--- src/rtl/mc_ctrl_if.sv ---
// Control-side bundle between the multicycle main FSM and the MIPS-subset datapath.
// slave = controller (mc_ctrl), master = datapath / environment.
interface mc_ctrl_if;
    logic [5:0] opcode;
    logic       zero;
    logic       mem_ready;
    logic       pc_en;
    logic       iord;
    logic       memread;
    logic       memwrite;
    logic       irwrite;
    logic       memtoreg;
    logic       regdst;
    logic       regwrite;
    logic       alusrca;
    logic [1:0] alusrcb;
    logic       zext;
    logic [1:0] pcsource;
    logic       aluop1;
    logic       aluop0;
    logic       instr_done;
    logic       illegal;
    logic [3:0] state;

    modport slave (
        input  opcode, zero, mem_ready,
        output pc_en, iord, memread, memwrite, irwrite, memtoreg, regdst, regwrite,
               alusrca, alusrcb, zext, pcsource, aluop1, aluop0, instr_done, illegal, state
    );

    modport master (
        output opcode, zero, mem_ready,
        input  pc_en, iord, memread, memwrite, irwrite, memtoreg, regdst, regwrite,
               alusrca, alusrcb, zext, pcsource, aluop1, aluop0, instr_done, illegal, state
    );
endinterface

--- src/rtl/mc_ctrl.sv ---
// Multicycle main control FSM for the MIPS-subset datapath (Moore decode, mem_ready stalls).
// Optional ori support is enabled by defining MC_CTRL_ORI_EN.
module mc_ctrl (
    input  logic       clk,
    input  logic       rst_n,
    mc_ctrl_if.slave   bus
);
    localparam logic [3:0] S_IDLE   = 4'd0;
    localparam logic [3:0] S_FETCH  = 4'd1;
    localparam logic [3:0] S_DECODE = 4'd2;
    localparam logic [3:0] S_MEMADR = 4'd3;
    localparam logic [3:0] S_MEMRD  = 4'd4;
    localparam logic [3:0] S_MEMWB  = 4'd5;
    localparam logic [3:0] S_MEMWR  = 4'd6;
    localparam logic [3:0] S_RTEXEC = 4'd7;
    localparam logic [3:0] S_RTWB   = 4'd8;
    localparam logic [3:0] S_BEQEX  = 4'd9;
    localparam logic [3:0] S_JEX    = 4'd10;
`ifdef MC_CTRL_ORI_EN
    localparam logic [3:0] S_ORIEX  = 4'd11;
    localparam logic [3:0] S_ORIWB  = 4'd12;
    localparam logic [5:0] OP_ORI   = 6'b001101;
`endif

    localparam logic [5:0] OP_RTYPE = 6'b000000;
    localparam logic [5:0] OP_LW    = 6'b100011;
    localparam logic [5:0] OP_SW    = 6'b101011;
    localparam logic [5:0] OP_BEQ   = 6'b000100;
    localparam logic [5:0] OP_J     = 6'b000010;

    logic [3:0] r_state;
    logic [3:0] w_next;

    logic       w_pcwrite;
    logic       w_pcwritecond;
    logic       w_iord;
    logic       w_memread;
    logic       w_memwrite;
    logic       w_irwrite;
    logic       w_memtoreg;
    logic       w_regdst;
    logic       w_regwrite;
    logic       w_alusrca;
    logic [1:0] w_alusrcb;
    logic       w_zext;
    logic [1:0] w_pcsource;
    logic [1:0] w_aluop;
    logic       w_instr_done;
    logic       w_illegal;

    always_ff @(posedge clk or negedge rst_n) begin
        if (!rst_n) begin
            r_state <= S_IDLE;
        end else begin
            r_state <= w_next;
        end
    end

    always_comb begin
        w_next = S_FETCH;
        case (r_state)
            S_IDLE:   w_next = S_FETCH;
            S_FETCH:  w_next = bus.mem_ready ? S_DECODE : S_FETCH;
            S_DECODE: begin
                case (bus.opcode)
                    OP_RTYPE:     w_next = S_RTEXEC;
                    OP_LW, OP_SW: w_next = S_MEMADR;
                    OP_BEQ:       w_next = S_BEQEX;
                    OP_J:         w_next = S_JEX;
`ifdef MC_CTRL_ORI_EN
                    OP_ORI:       w_next = S_ORIEX;
`endif
                    default:      w_next = S_FETCH;
                endcase
            end
            S_MEMADR: w_next = (bus.opcode == OP_SW) ? S_MEMWR : S_MEMRD;
            S_MEMRD:  w_next = bus.mem_ready ? S_MEMWB : S_MEMRD;
            S_MEMWB:  w_next = S_FETCH;
            S_MEMWR:  w_next = bus.mem_ready ? S_FETCH : S_MEMWR;
            S_RTEXEC: w_next = S_RTWB;
            S_RTWB:   w_next = S_FETCH;
            S_BEQEX:  w_next = S_FETCH;
            S_JEX:    w_next = S_FETCH;
`ifdef MC_CTRL_ORI_EN
            S_ORIEX:  w_next = S_ORIWB;
            S_ORIWB:  w_next = S_FETCH;
`endif
            default:  w_next = S_FETCH;
        endcase
    end

    always_comb begin
        w_pcwrite     = 1'b0;
        w_pcwritecond = 1'b0;
        w_iord        = 1'b0;
        w_memread     = 1'b0;
        w_memwrite    = 1'b0;
        w_irwrite     = 1'b0;
        w_memtoreg    = 1'b0;
        w_regdst      = 1'b0;
        w_regwrite    = 1'b0;
        w_alusrca     = 1'b0;
        w_alusrcb     = 2'b00;
        w_zext        = 1'b0;
        w_pcsource    = 2'b00;
        w_aluop       = 2'b00;
        w_instr_done  = 1'b0;
        w_illegal     = 1'b0;
        case (r_state)
            S_FETCH: begin
                w_memread = 1'b1;
                w_alusrcb = 2'b01;
                w_irwrite = bus.mem_ready;
                w_pcwrite = bus.mem_ready;
            end
            S_DECODE: begin
                // Branch target is precomputed here while the opcode is decoded.
                w_alusrcb = 2'b11;
                case (bus.opcode)
                    OP_RTYPE, OP_LW, OP_SW, OP_BEQ, OP_J: w_illegal = 1'b0;
`ifdef MC_CTRL_ORI_EN
                    OP_ORI:                               w_illegal = 1'b0;
`endif
                    default:                              w_illegal = 1'b1;
                endcase
            end
            S_MEMADR: begin
                w_alusrca = 1'b1;
                w_alusrcb = 2'b10;
            end
            S_MEMRD: begin
                w_memread = 1'b1;
                w_iord    = 1'b1;
            end
            S_MEMWB: begin
                w_regwrite   = 1'b1;
                w_memtoreg   = 1'b1;
                w_instr_done = 1'b1;
            end
            S_MEMWR: begin
                w_memwrite   = 1'b1;
                w_iord       = 1'b1;
                w_instr_done = bus.mem_ready;
            end
            S_RTEXEC: begin
                w_alusrca = 1'b1;
                w_aluop   = 2'b10;
            end
            S_RTWB: begin
                w_regwrite   = 1'b1;
                w_regdst     = 1'b1;
                w_instr_done = 1'b1;
            end
            S_BEQEX: begin
                w_alusrca     = 1'b1;
                w_aluop       = 2'b01;
                w_pcsource    = 2'b01;
                w_pcwritecond = 1'b1;
                w_instr_done  = 1'b1;
            end
            S_JEX: begin
                w_pcsource   = 2'b10;
                w_pcwrite    = 1'b1;
                w_instr_done = 1'b1;
            end
`ifdef MC_CTRL_ORI_EN
            S_ORIEX: begin
                w_alusrca = 1'b1;
                w_alusrcb = 2'b10;
                w_zext    = 1'b1;
                w_aluop   = 2'b11;
            end
            S_ORIWB: begin
                w_regwrite   = 1'b1;
                w_instr_done = 1'b1;
            end
`endif
            default: ;
        endcase
    end

    assign bus.pc_en      = w_pcwrite | (w_pcwritecond & bus.zero);
    assign bus.iord       = w_iord;
    assign bus.memread    = w_memread;
    assign bus.memwrite   = w_memwrite;
    assign bus.irwrite    = w_irwrite;
    assign bus.memtoreg   = w_memtoreg;
    assign bus.regdst     = w_regdst;
    assign bus.regwrite   = w_regwrite;
    assign bus.alusrca    = w_alusrca;
    assign bus.alusrcb    = w_alusrcb;
    assign bus.zext       = w_zext;
    assign bus.pcsource   = w_pcsource;
    assign bus.aluop1     = w_aluop[1];
    assign bus.aluop0     = w_aluop[0];
    assign bus.instr_done = w_instr_done;
    assign bus.illegal    = w_illegal;
    assign bus.state      = r_state;
endmodule

--- src/flat_wrapper.sv ---
// flat-port wrapper written by rule: the top's interface ports become plain ports
module mc_ctrl_flat 
  (clk, rst_n, bus_opcode, bus_zero, bus_mem_ready, bus_pc_en, bus_iord, bus_memread, bus_memwrite, bus_irwrite, bus_memtoreg, bus_regdst, bus_regwrite, bus_alusrca, bus_alusrcb, bus_zext, bus_pcsource, bus_aluop1, bus_aluop0, bus_instr_done, bus_illegal, bus_state);
  mc_ctrl_if bus_i ();
  input  logic clk;
  input  logic rst_n;
  input wire logic [$bits(bus_i.opcode)-1:0] bus_opcode;
  input wire logic [$bits(bus_i.zero)-1:0] bus_zero;
  input wire logic [$bits(bus_i.mem_ready)-1:0] bus_mem_ready;
  output wire logic [$bits(bus_i.pc_en)-1:0] bus_pc_en;
  output wire logic [$bits(bus_i.iord)-1:0] bus_iord;
  output wire logic [$bits(bus_i.memread)-1:0] bus_memread;
  output wire logic [$bits(bus_i.memwrite)-1:0] bus_memwrite;
  output wire logic [$bits(bus_i.irwrite)-1:0] bus_irwrite;
  output wire logic [$bits(bus_i.memtoreg)-1:0] bus_memtoreg;
  output wire logic [$bits(bus_i.regdst)-1:0] bus_regdst;
  output wire logic [$bits(bus_i.regwrite)-1:0] bus_regwrite;
  output wire logic [$bits(bus_i.alusrca)-1:0] bus_alusrca;
  output wire logic [$bits(bus_i.alusrcb)-1:0] bus_alusrcb;
  output wire logic [$bits(bus_i.zext)-1:0] bus_zext;
  output wire logic [$bits(bus_i.pcsource)-1:0] bus_pcsource;
  output wire logic [$bits(bus_i.aluop1)-1:0] bus_aluop1;
  output wire logic [$bits(bus_i.aluop0)-1:0] bus_aluop0;
  output wire logic [$bits(bus_i.instr_done)-1:0] bus_instr_done;
  output wire logic [$bits(bus_i.illegal)-1:0] bus_illegal;
  output wire logic [$bits(bus_i.state)-1:0] bus_state;
  assign bus_i.opcode = bus_opcode;
  assign bus_i.zero = bus_zero;
  assign bus_i.mem_ready = bus_mem_ready;
  assign bus_pc_en = bus_i.pc_en;
  assign bus_iord = bus_i.iord;
  assign bus_memread = bus_i.memread;
  assign bus_memwrite = bus_i.memwrite;
  assign bus_irwrite = bus_i.irwrite;
  assign bus_memtoreg = bus_i.memtoreg;
  assign bus_regdst = bus_i.regdst;
  assign bus_regwrite = bus_i.regwrite;
  assign bus_alusrca = bus_i.alusrca;
  assign bus_alusrcb = bus_i.alusrcb;
  assign bus_zext = bus_i.zext;
  assign bus_pcsource = bus_i.pcsource;
  assign bus_aluop1 = bus_i.aluop1;
  assign bus_aluop0 = bus_i.aluop0;
  assign bus_instr_done = bus_i.instr_done;
  assign bus_illegal = bus_i.illegal;
  assign bus_state = bus_i.state;
  mc_ctrl u_core (.clk(clk), .rst_n(rst_n), .bus(bus_i));
endmodule
--- config.mk ---
export PLATFORM = sky130hd
export DESIGN_NAME = mc_ctrl_flat
export DESIGN_NICKNAME = d
export VERILOG_FILES = /design/src/rtl/mc_ctrl_if.sv /design/src/rtl/mc_ctrl.sv /design/src/flat_wrapper.sv
export SDC_FILE = /design/constraint.sdc
export NUM_CORES = 1
export LEC_CHECK = 0
export ABC_AREA = 1
export BUFFER_PORTS_ARGS = -buffer_cell sky130_fd_sc_hd__buf_2
export CAP_MARGIN = 10
export CORE_MARGIN = 3
export CORE_UTILIZATION = 35
export CTS_BUF_LIST = sky130_fd_sc_hd__clkbuf_4 sky130_fd_sc_hd__clkbuf_8 sky130_fd_sc_hd__clkbuf_16
export CTS_CLUSTER_SIZE = 40
export DETAILED_ROUTE_END_ITERATION = 8
export GPL_TIMING_DRIVEN = 0
export PLACE_DENSITY = 0.76
export SYNTH_ARGS = -nofsm -noshare
export SYNTH_HDL_FRONTEND = slang
export SYNTH_SLANG_ARGS = --single-unit
export TNS_END_PERCENT = 1
--- constraint.sdc ---
create_clock -name clk -period 1.02 [get_ports clk]
set_clock_uncertainty 0.1 [all_clocks]
set_input_delay 0 -clock clk [delete_from_list [all_inputs] [get_ports clk]]
set_output_delay 0 -clock clk [all_outputs]
set_load 0.05 [all_outputs]
==> results.ini <==
[timing]
setup_viol = 21
fin_crit_sh_pct = 150
whs_ps = 2.65
grt_setup_unrepaired = true
setup_tns_ps = -6900
slew_violations = 0
worst_slack_ps = -506
timing.final.crit_period_ps = 1530
hold_viol_final = 0
fmax_mhz = 655

[cts]
cts.sinks = 4
cts_buffers = 3
tritoncts = done
htreeDepth = 1
clock_latency_ps = 230
root_buffer = clkbuf_4
clkTransAtPathRegs_ps = 40
clockBufferDepth = 2

[floorplan]
num_rows = 12
chipWidth_um = 42.4
die-area_mm2 = 0.00180
die_h_um = 42.4
coreArea_mm2 = 0.00117
initial_core_util_pct = 39.6
ioPinCount = 32

[detailed_routing]
drt_iter0_drc = 9
route.vias.total = 638
wirelength_mm = 1.47
firstDrtPassIters = 4
ant_nets = 0
drc = 0
post_drt_wl_per_cell_um = 11.0
vias_per_cell = 4.80

[synth]
ys.flop_type = dfrtp_1
synth_top_cell_by_area = dfrtp_1
ys_warn_count = 0
syn_avg_cell_area_um2 = 5.59
synth_commonest_cells = 23 x nand2_1, 18 x nor2_1, 11 x inv_1, 5 x nand3_1, 5 x o21ai_0
synth_area_um2 = 464
synth_edf_count = 0
syn_nets = 93
synth_cell_type_count = 18
yosys-top-cells-area = dfrtp_1 22%, nand2_1 19%, nor2_1 15%
synthArstFlopShare_pct = 100
yosysTopAreaCellShare_pct = 21.6
seq_area_frac_synth_pct = 21.6
synth_seq_cells = 4
synth_most_common_cell = nand2_1
synthCells = 83

[global_routing]
grt_pass1_vias = 637
antenna_found_initial = 0
grt_max_degree = 8
grt.total_usage_pct = 17.7
grt_pass1_wl_mm = 2.50
grt_remaining_overflow = 0

[critical_path]
crit_type = reg -> out
critPathMaxFanout = 7
worstPathRequired_ps = 920
cp.arrival_ps = 1430
start_kind = flop
critPathCaptureType = primary output

[finish]
finalNetCount = 131
fin_area_um2 = 841
largest_reg_flops = 4
drive_gt1_share_pct = 48.7
antenna_cells = 0
area_growth_pct = 81.1
postLayoutCoreUtil_pct = 71.8
nFillCells = 94

[power_and_ir_drop]
p_sw_share_pct = 62.3
power_frac_clock_pct = 7.1
power_frac_seq_pct = 12.1
p_switching_uw = 1680
p_total_uw = 2700
p_int_uw = 1020
powerDensity_mw_per_mm2 = 3210
power_frac_comb_pct = 80.8
peakVddDrop_uv = 1550
power_leakage_uw = 0.000446

[run_status]
violations = setup timing
run_status = complete, but fails checks

[hold_path]
hold_path_class = in -> async

[run]
max_cap_violations = 0

[placed_design]
port_buffers = 30
gp_congestion = 0.806
hpwl_mm = 1.13
place_area_um2 = 663

power by group through the flow:
stage / combinational [uW] / clock, uW / sequential (uW)
CTS: 2130 / 203 / 318
floorplan: 1270 / 0 / 474
global placement: 1800 / 0 / 295
finish: 2180 / 192 / 327
global route: 2310 / 221 / 333
detailed placement: 1810 / 0 / 300
critical path, stage by stage (launching register included):
cell	delay, ps
dfrtp_2	420
or2_1	240
buf_6	140
nor2_4	80
nand2_1	60
nand3b_1	90
buf_6	160
placed cells by master, fill, tap and decap left out, drive strengths merged:
master        n
o21ai         5
nand4         2
nor2         22
nand3b        2
conb          1
dlygate4sd3   2
dfrtp         4
nand2        25
inv          13
nand3         5
buf          33
clkbuf        3
or2           1
o211ai        1
area by class of cell:
cell class              count  area, um^2  area share [%]
multi-input cells          64         353            42.0
repair buffers             33         270            32.1
flip-flops and latches      4         105            12.5
inverters                  13        53.8            6.40
clock buffers               3        22.5            2.68
plain buffers               2        18.8            2.23
well taps                  14        17.5            2.08
cell families after synthesis:
logic type,after synthesis,share of synthesized area (%)
compound gates,6,7.01
simple gates,57,56.1
buf+inv,15,14.6
other cells,1,0.808
flops,4,21.6
stage by stage:
stage | cells | setup WS, ps
detailed placement | 127 | -395
CTS | 133 | -513
finish | 133 | -506
global placement | 127 | -365
global route | 133 | -599
floorplan | 83 | -815
metal layers:
layer  track usage (%)  part of all wire [%]
met1              18.6                    38
met3              4.72                   7.5
met2              34.3                    55
met5                 0                     0
met4              3.73                     0
worst paths after layout:
path / startpoint / end / slack [ps] / cells past startpoint
worst max-delay path: u_core.bus.state[2] / bus_pc_en / -510 / 6
worst min-delay path: rst_n / u_core.bus.state[3] / 3 / 2
worst max register to register: u_core.bus.state[3] / u_core.bus.state[1] / -240 / 7
worst min register to register: u_core.bus.state[3] / u_core.bus.state[3] / 580 / 3
max in group asynchronous: rst_n / u_core.bus.state[1] / 690 / 2
min in group clk: bus_mem_ready / u_core.bus.state[0] / 30 / 4
timing repair:
action                                  in CTS  in global routing
setup buffers                                1                  0
gates resized for setup                     36                  7
hold buffers                                 2                  0
endpoints found under the setup margin      22                 23
pin swaps                                    3                  1
endpoints found under the hold margin        5                  0
Power figures use the tool's default switching activity.
